[config.mk]
export PLATFORM = sky130hd
export DESIGN_NAME = i3c_xfer_arbiter
export DESIGN_NICKNAME = d
export VERILOG_FILES = /design/src/rtl/i3c_xfer_arbiter.sv
export SDC_FILE = /design/constraint.sdc
export NUM_CORES = 1
export LEC_CHECK = 0
export CORE_MARGIN = 2
export CORE_UTILIZATION = 39
export DETAILED_ROUTE_END_ITERATION = 8
export GPL_TIMING_DRIVEN = 0
export PLACE_DENSITY = 0.89
export SYNTH_ARGS = -nofsm -noshare
export SYNTH_HDL_FRONTEND = slang
export SYNTH_SLANG_ARGS = --single-unit
[constraint.sdc]
create_clock -name clk -period 1.9 [get_ports clk]
set_input_delay 0.285 -clock clk [delete_from_list [all_inputs] [get_ports clk]]
set_output_delay 0.285 -clock clk [all_outputs]
set_load 0.05 [all_outputs]
[src/rtl/i3c_xfer_arbiter.sv]
// Round-robin arbiter/sequencer sharing one I3C transfer engine among NUM_REQ
// requesters; holds the grant until completion and aborts hung transfers.
module i3c_xfer_arbiter #(
  parameter int NUM_REQ        = 4,
  parameter int LEN_W          = 8,
  parameter int TIMEOUT_CYCLES = 4096
) (
  input  logic                     clk,
  input  logic                     rst,
  input  logic [NUM_REQ-1:0]       req_valid,
  input  logic [NUM_REQ*7-1:0]     req_addr,
  input  logic [NUM_REQ-1:0]       req_rnw,
  input  logic [NUM_REQ*LEN_W-1:0] req_len,
  output logic [NUM_REQ-1:0]       req_ack,
  output logic [NUM_REQ-1:0]       cmp_valid,
  output logic [1:0]               cmp_status,
  output logic                     eng_valid,
  input  logic                     eng_ready,
  output logic [6:0]               eng_addr,
  output logic                     eng_rnw,
  output logic [LEN_W-1:0]         eng_len,
  input  logic                     eng_done,
  input  logic                     eng_nack,
  output logic                     eng_abort,
  output logic                     busy
);

  localparam int IDX_W = (NUM_REQ > 1) ? $clog2(NUM_REQ) : 1;
  localparam int TMR_W = (TIMEOUT_CYCLES > 1) ? $clog2(TIMEOUT_CYCLES) : 1;
  localparam logic [TMR_W-1:0] TMR_LAST =
    TMR_W'((TIMEOUT_CYCLES > 0) ? (TIMEOUT_CYCLES - 1) : 0);

  localparam logic [1:0] S_IDLE  = 2'd0;
  localparam logic [1:0] S_ISSUE = 2'd1;
  localparam logic [1:0] S_BUSY  = 2'd2;
  localparam logic [1:0] S_DONE  = 2'd3;

  localparam logic [1:0] ST_OK      = 2'b00;
  localparam logic [1:0] ST_NACK    = 2'b01;
  localparam logic [1:0] ST_TIMEOUT = 2'b10;

  logic [1:0]         state_q,  state_d;
  logic [IDX_W-1:0]   rr_ptr_q, rr_ptr_d;
  logic [IDX_W-1:0]   winner_q, winner_d;
  logic [6:0]         addr_q,   addr_d;
  logic               rnw_q,    rnw_d;
  logic [LEN_W-1:0]   len_q,    len_d;
  logic [TMR_W-1:0]   timer_q,  timer_d;
  logic [1:0]         status_q, status_d;
  logic [NUM_REQ-1:0] ack_q,    ack_d;
  logic               abort_q,  abort_d;

  logic               arb_found;
  logic [IDX_W-1:0]   arb_idx;
  int unsigned        cand;
  logic [IDX_W-1:0]   cand_idx;
  logic [6:0]         sel_addr;
  logic               sel_rnw;
  logic [LEN_W-1:0]   sel_len;
  logic [NUM_REQ-1:0] win_1h;
  logic               wd_expire;

  // First pending requester at or after rr_ptr, wrapping modulo NUM_REQ.
  always_comb begin
    arb_found = 1'b0;
    arb_idx   = '0;
    cand      = 0;
    cand_idx  = '0;
    for (int unsigned i = 0; i < NUM_REQ; i++) begin
      cand     = (32'(rr_ptr_q) + i) % NUM_REQ;
      cand_idx = IDX_W'(cand);
      if (!arb_found && req_valid[cand_idx]) begin
        arb_found = 1'b1;
        arb_idx   = cand_idx;
      end
    end
  end

  always_comb begin
    sel_addr = '0;
    sel_rnw  = 1'b0;
    sel_len  = '0;
    for (int unsigned i = 0; i < NUM_REQ; i++) begin
      if (arb_idx == IDX_W'(i)) begin
        sel_addr = req_addr[7*i +: 7];
        sel_rnw  = req_rnw[i];
        sel_len  = req_len[LEN_W*i +: LEN_W];
      end
    end
  end

  assign win_1h    = {{(NUM_REQ-1){1'b0}}, 1'b1} << winner_q;
  assign wd_expire = (TIMEOUT_CYCLES != 0) && (timer_q == TMR_LAST);

  always_comb begin
    state_d  = state_q;
    rr_ptr_d = rr_ptr_q;
    winner_d = winner_q;
    addr_d   = addr_q;
    rnw_d    = rnw_q;
    len_d    = len_q;
    timer_d  = timer_q;
    status_d = status_q;
    ack_d    = '0;
    abort_d  = 1'b0;
    case (state_q)
      S_IDLE: begin
        if (arb_found) begin
          winner_d = arb_idx;
          addr_d   = sel_addr;
          rnw_d    = sel_rnw;
          len_d    = sel_len;
          state_d  = S_ISSUE;
        end
      end
      S_ISSUE: begin
        if (eng_ready) begin
          ack_d   = win_1h;
          timer_d = '0;
          state_d = S_BUSY;
        end
      end
      S_BUSY: begin
        timer_d = timer_q + 1'b1;
        // A completion in the expiry cycle takes precedence over the abort.
        if (eng_done) begin
          status_d = eng_nack ? ST_NACK : ST_OK;
          state_d  = S_DONE;
        end else if (wd_expire) begin
          abort_d  = 1'b1;
          status_d = ST_TIMEOUT;
          state_d  = S_DONE;
        end
      end
      S_DONE: begin
        rr_ptr_d = (winner_q == IDX_W'(NUM_REQ - 1)) ? '0 : winner_q + 1'b1;
        state_d  = S_IDLE;
      end
      default: state_d = S_IDLE;
    endcase
  end

  always_ff @(posedge clk or posedge rst) begin
    if (rst) begin
      state_q  <= S_IDLE;
      rr_ptr_q <= '0;
      winner_q <= '0;
      addr_q   <= '0;
      rnw_q    <= 1'b0;
      len_q    <= '0;
      timer_q  <= '0;
      status_q <= '0;
      ack_q    <= '0;
      abort_q  <= 1'b0;
    end else begin
      state_q  <= state_d;
      rr_ptr_q <= rr_ptr_d;
      winner_q <= winner_d;
      addr_q   <= addr_d;
      rnw_q    <= rnw_d;
      len_q    <= len_d;
      timer_q  <= timer_d;
      status_q <= status_d;
      ack_q    <= ack_d;
      abort_q  <= abort_d;
    end
  end

  assign req_ack    = ack_q;
  assign cmp_valid  = (state_q == S_DONE) ? win_1h : '0;
  assign cmp_status = status_q;
  assign eng_valid  = (state_q == S_ISSUE);
  assign eng_addr   = addr_q;
  assign eng_rnw    = rnw_q;
  assign eng_len    = len_q;
  assign eng_abort  = abort_q;
  assign busy       = (state_q != S_IDLE);

endmodule
==> reports/metrics.csv <==
stage;metric;value;unit
run_status;outcome;finished, final reports clean;
place;port_buffers;101;
synthesis;avgSynthCellArea;10.97;um^2
cells_and_area;drive_above_1_share;0.1607;
sta;worst_slew_pin_slew;853.9;ps
setup_path;worst_setup_path_start_kind;flip-flop;
synthesis;synth.yosys.warnings;0;
run;max_cap_violations;0;
cells_and_area;layout_commonest_cell;clkdlybuf4s50_1;
synthesis;seq_area_frac_synth;0.4212;
pwr;power.total;0.005391;W
pwr;peakVddDrop;0.8702;mV
sta;rsz0062_at_grt;true;
grt;gr-usage-all-layers;0.1855;
cells_and_area;n_antenna_cell;0;
setup_path;crit_fanout;7;
synthesis;synth_fa_ha_area_frac;0.05136;
synthesis;synth_xor_area_frac;0.02876;
synthesis;synth_compound_area_frac;0.1263;
synthesis;synth-seq-cells;41;
cells_and_area;syn2layout_area_growth;54.19;%
grt;grt-ovfl-total;0;
cells_and_area;utilization;0.6270;
clocking;cts.reportedPaths.clkPinSlew;80;ps
floorplanning;dieArea;6895;um^2
sta;min_period_over_period;0.9648;
floorplanning;core_area;5991;um^2
cells_and_area;ff_latch_area;1026;um^2
grt;grt_pass1_vias;2247;
detailed_routing;drtIter0Drc;44;
worst_hold_path;hp-class;in -> async;
cells_and_area;nNetsFinal;418;
detailed_routing;first_pass_iters;4;
sta;drv_slew;0;
floorplanning;die_y;83.04;um
cells_and_area;fillers;507;
clocking;cts_htree_levels;2;
sta;max_slew_margin;0.4299;
synthesis;yosys.area_share.simple;0.1572;
synthesis;synth_cell_types;40;
detailed_routing;viasPerCell;5.248;
sta;clock_skew;6.172;ps
setup_path;critical_path_class;reg -> out;
grt;grt_max_degree;42;
floorplanning;start_util;0.4066;
floorplanning;rows;28;
detailed_routing;drt.antenna.violating_nets;0;
place;post-dp-hpwl;4789;um
setup_path;worst_ep_required_time;1620;ps
synthesis;synthesis.nets;305;
grt;grt_pass1_wl;10250;um
cells_and_area;layout_common_cells;clkdlybuf4s50_1 (95), dfrtp_1 (41), mux2i_1 (34), nand2_1 (31), nor2_1 (12);
clocking;clockBufferDepth;2;
clocking;cts_tree;built;
clocking;cts_sinks;41;
setup_path;arrival;1550;ps
synthesis;syn_inst;222;
clocking;cts_buffers;5;
synthesis;yosys-mux-area-fraction;0.1592;
grt;grt_antenna_before_repair;0;
cells_and_area;multi_input_area;1331;um^2
detailed_routing;drc_errors;0;
pwr;p_per_area;1435;nW/um^2
detailed_routing;routedWlPerCell;15.09;um
sta;setup_violations;0;
floorplanning;io_pins;102;
detailed_routing;vias;2157;
synthesis;netlist_area;2436;um^2
detailed_routing;finalWirelength;6200;um
clocking;clk_latency;290;ps
synthesis;synth_top_family_by_area;multiplexers;
pwr;leakage;1.649;nW
sta;fmax;545.5;MHz
sta;post-route-min-period;1833;ps
sta;fin_hold_ws;474.7;ps
clocking;root_buffer;clkbuf_8;
setup_path;endpoint_kind;primary output;
sta;hold_viol;0;
floorplanning;die_x;83.04;um
place;gp_congestion;0.8212;
==> what timing repair did <==
item	CTS	global route
pin swaps	0	2
setup buffers	0	5
setup endpoints to repair	10	28
gates resized for setup	21	7
hold buffers	0	0
==> cell families (layout without fill, tap and decap cells) <==
family / count (synthesis) / after routing
AND/OR/NAND/NOR: 75 / 75
flip-flops: 41 / 41
AO/OA/AOI/OAI: 30 / 30
buffers and inverters: 20 / 134
adder cells (fa/ha/maj): 10 / 10
XOR/XNOR: 8 / 8
multiplexers: 38 / 38
==> through the flow <==
stage                     instance area (um^2)  setup slack (ps)  cells  setup TNS [ps]
final                                     3756             66.90    411               0
after CTS                                 3699             4.540    406               0
after global routing                      3756            -27.37    411          -92.60
after floorplan                           2439            0.7973    222               0
after detailed placement                  3543            -274.2    398           -4350
after global placement                    3543            -246.5    398           -9836
==> where the power goes <==
part           total (W)  switching, W  internal (W)
combinational    0.00327       0.00190       0.00137
sequential       0.00138      0.000216       0.00117
clock           0.000731      0.000303      0.000429
total            0.00539       0.00242       0.00297
==> Yosys cell counts, drive strengths merged <==
| library cell | n | area (um^2) |
|---|---|---|
| dfrtp | 41 | 1026 |
| mux2i | 35 | 354.1 |
| nand2 | 31 | 116.4 |
| o221ai | 16 | 202.7 |
| nor2 | 12 | 45.04 |
| buf | 11 | 102.6 |
| ha | 10 | 125.1 |
| inv | 9 | 33.78 |
| nand3 | 8 | 40.04 |
| a21oi | 6 | 30.03 |
| and3 | 5 | 31.28 |
| and2 | 4 | 25.02 |
| nor4 | 4 | 46.29 |
| xnor2 | 4 | 35.03 |
| xor2 | 4 | 35.03 |
| mux2 | 3 | 33.78 |
| o21ai | 3 | 15.01 |
| nand2b | 2 | 15.02 |
| nor3 | 2 | 10.01 |
| nor3b | 2 | 20.02 |
| a22o | 1 | 8.760 |
| a2bb2oi | 1 | 26.28 |
| a32o | 1 | 10.01 |
| nand3b | 1 | 7.510 |
| nand4 | 1 | 6.260 |
| o22ai | 1 | 6.260 |
| o311ai | 1 | 8.760 |
| or2 | 1 | 6.260 |
| or2b | 1 | 7.510 |
| or3 | 1 | 6.260 |
==> worst max-delay path: stages, from the launching register on <==
cell and delay [ps]:
dfrtp_1 420, ha_1 300, and2_1 170, clkdlybuf4s15_2 370
==> path summary, 6_finish.rpt <==
path                       slack (ps)   startpoint      endpoint  cells after the start
min                               470          rst    eng_len[2]                      2
max in group asynchronous         870          rst    eng_len[7]                      2
min in group clk                  490  eng_addr[0]   eng_addr[0]                      2
max                                70   state_q[0]  cmp_valid[0]                      3
max reg2reg                        80   state_q[0]    state_q[1]                      6
min reg2reg                       490  eng_addr[0]   eng_addr[0]                      2
==> layout make-up <==
type,count,area share
buffer,11,0.02798
clock buffer,7,0.02298
clock inverter,1,0.007995
inverter,9,0.008994
multi-input combinational,161,0.3544
sequential,41,0.2732
tap,75,0.02498
timing repair buffer,106,0.2795
==> flip-flops by register name, indices dropped and copies added (netlist names) <==
| signal | flops |
|---|---|
| req_ack | 4 |
| eng_len | 8 |
| rr_ptr_q | 2 |
| eng_addr | 7 |
| state_q | 2 |
| cmp_status | 2 |
| eng_abort | 1 |
| winner_q | 2 |
| eng_rnw | 1 |
| timer_q | 12 |
==> per-layer routing <==
layer  track usage  wire, um
met1        0.2030      2462
met2        0.3321      3153
met3       0.06362       480
met4       0.06557       104
met5             0         0
No activity file was read; power rests on OpenSTA's default activity.
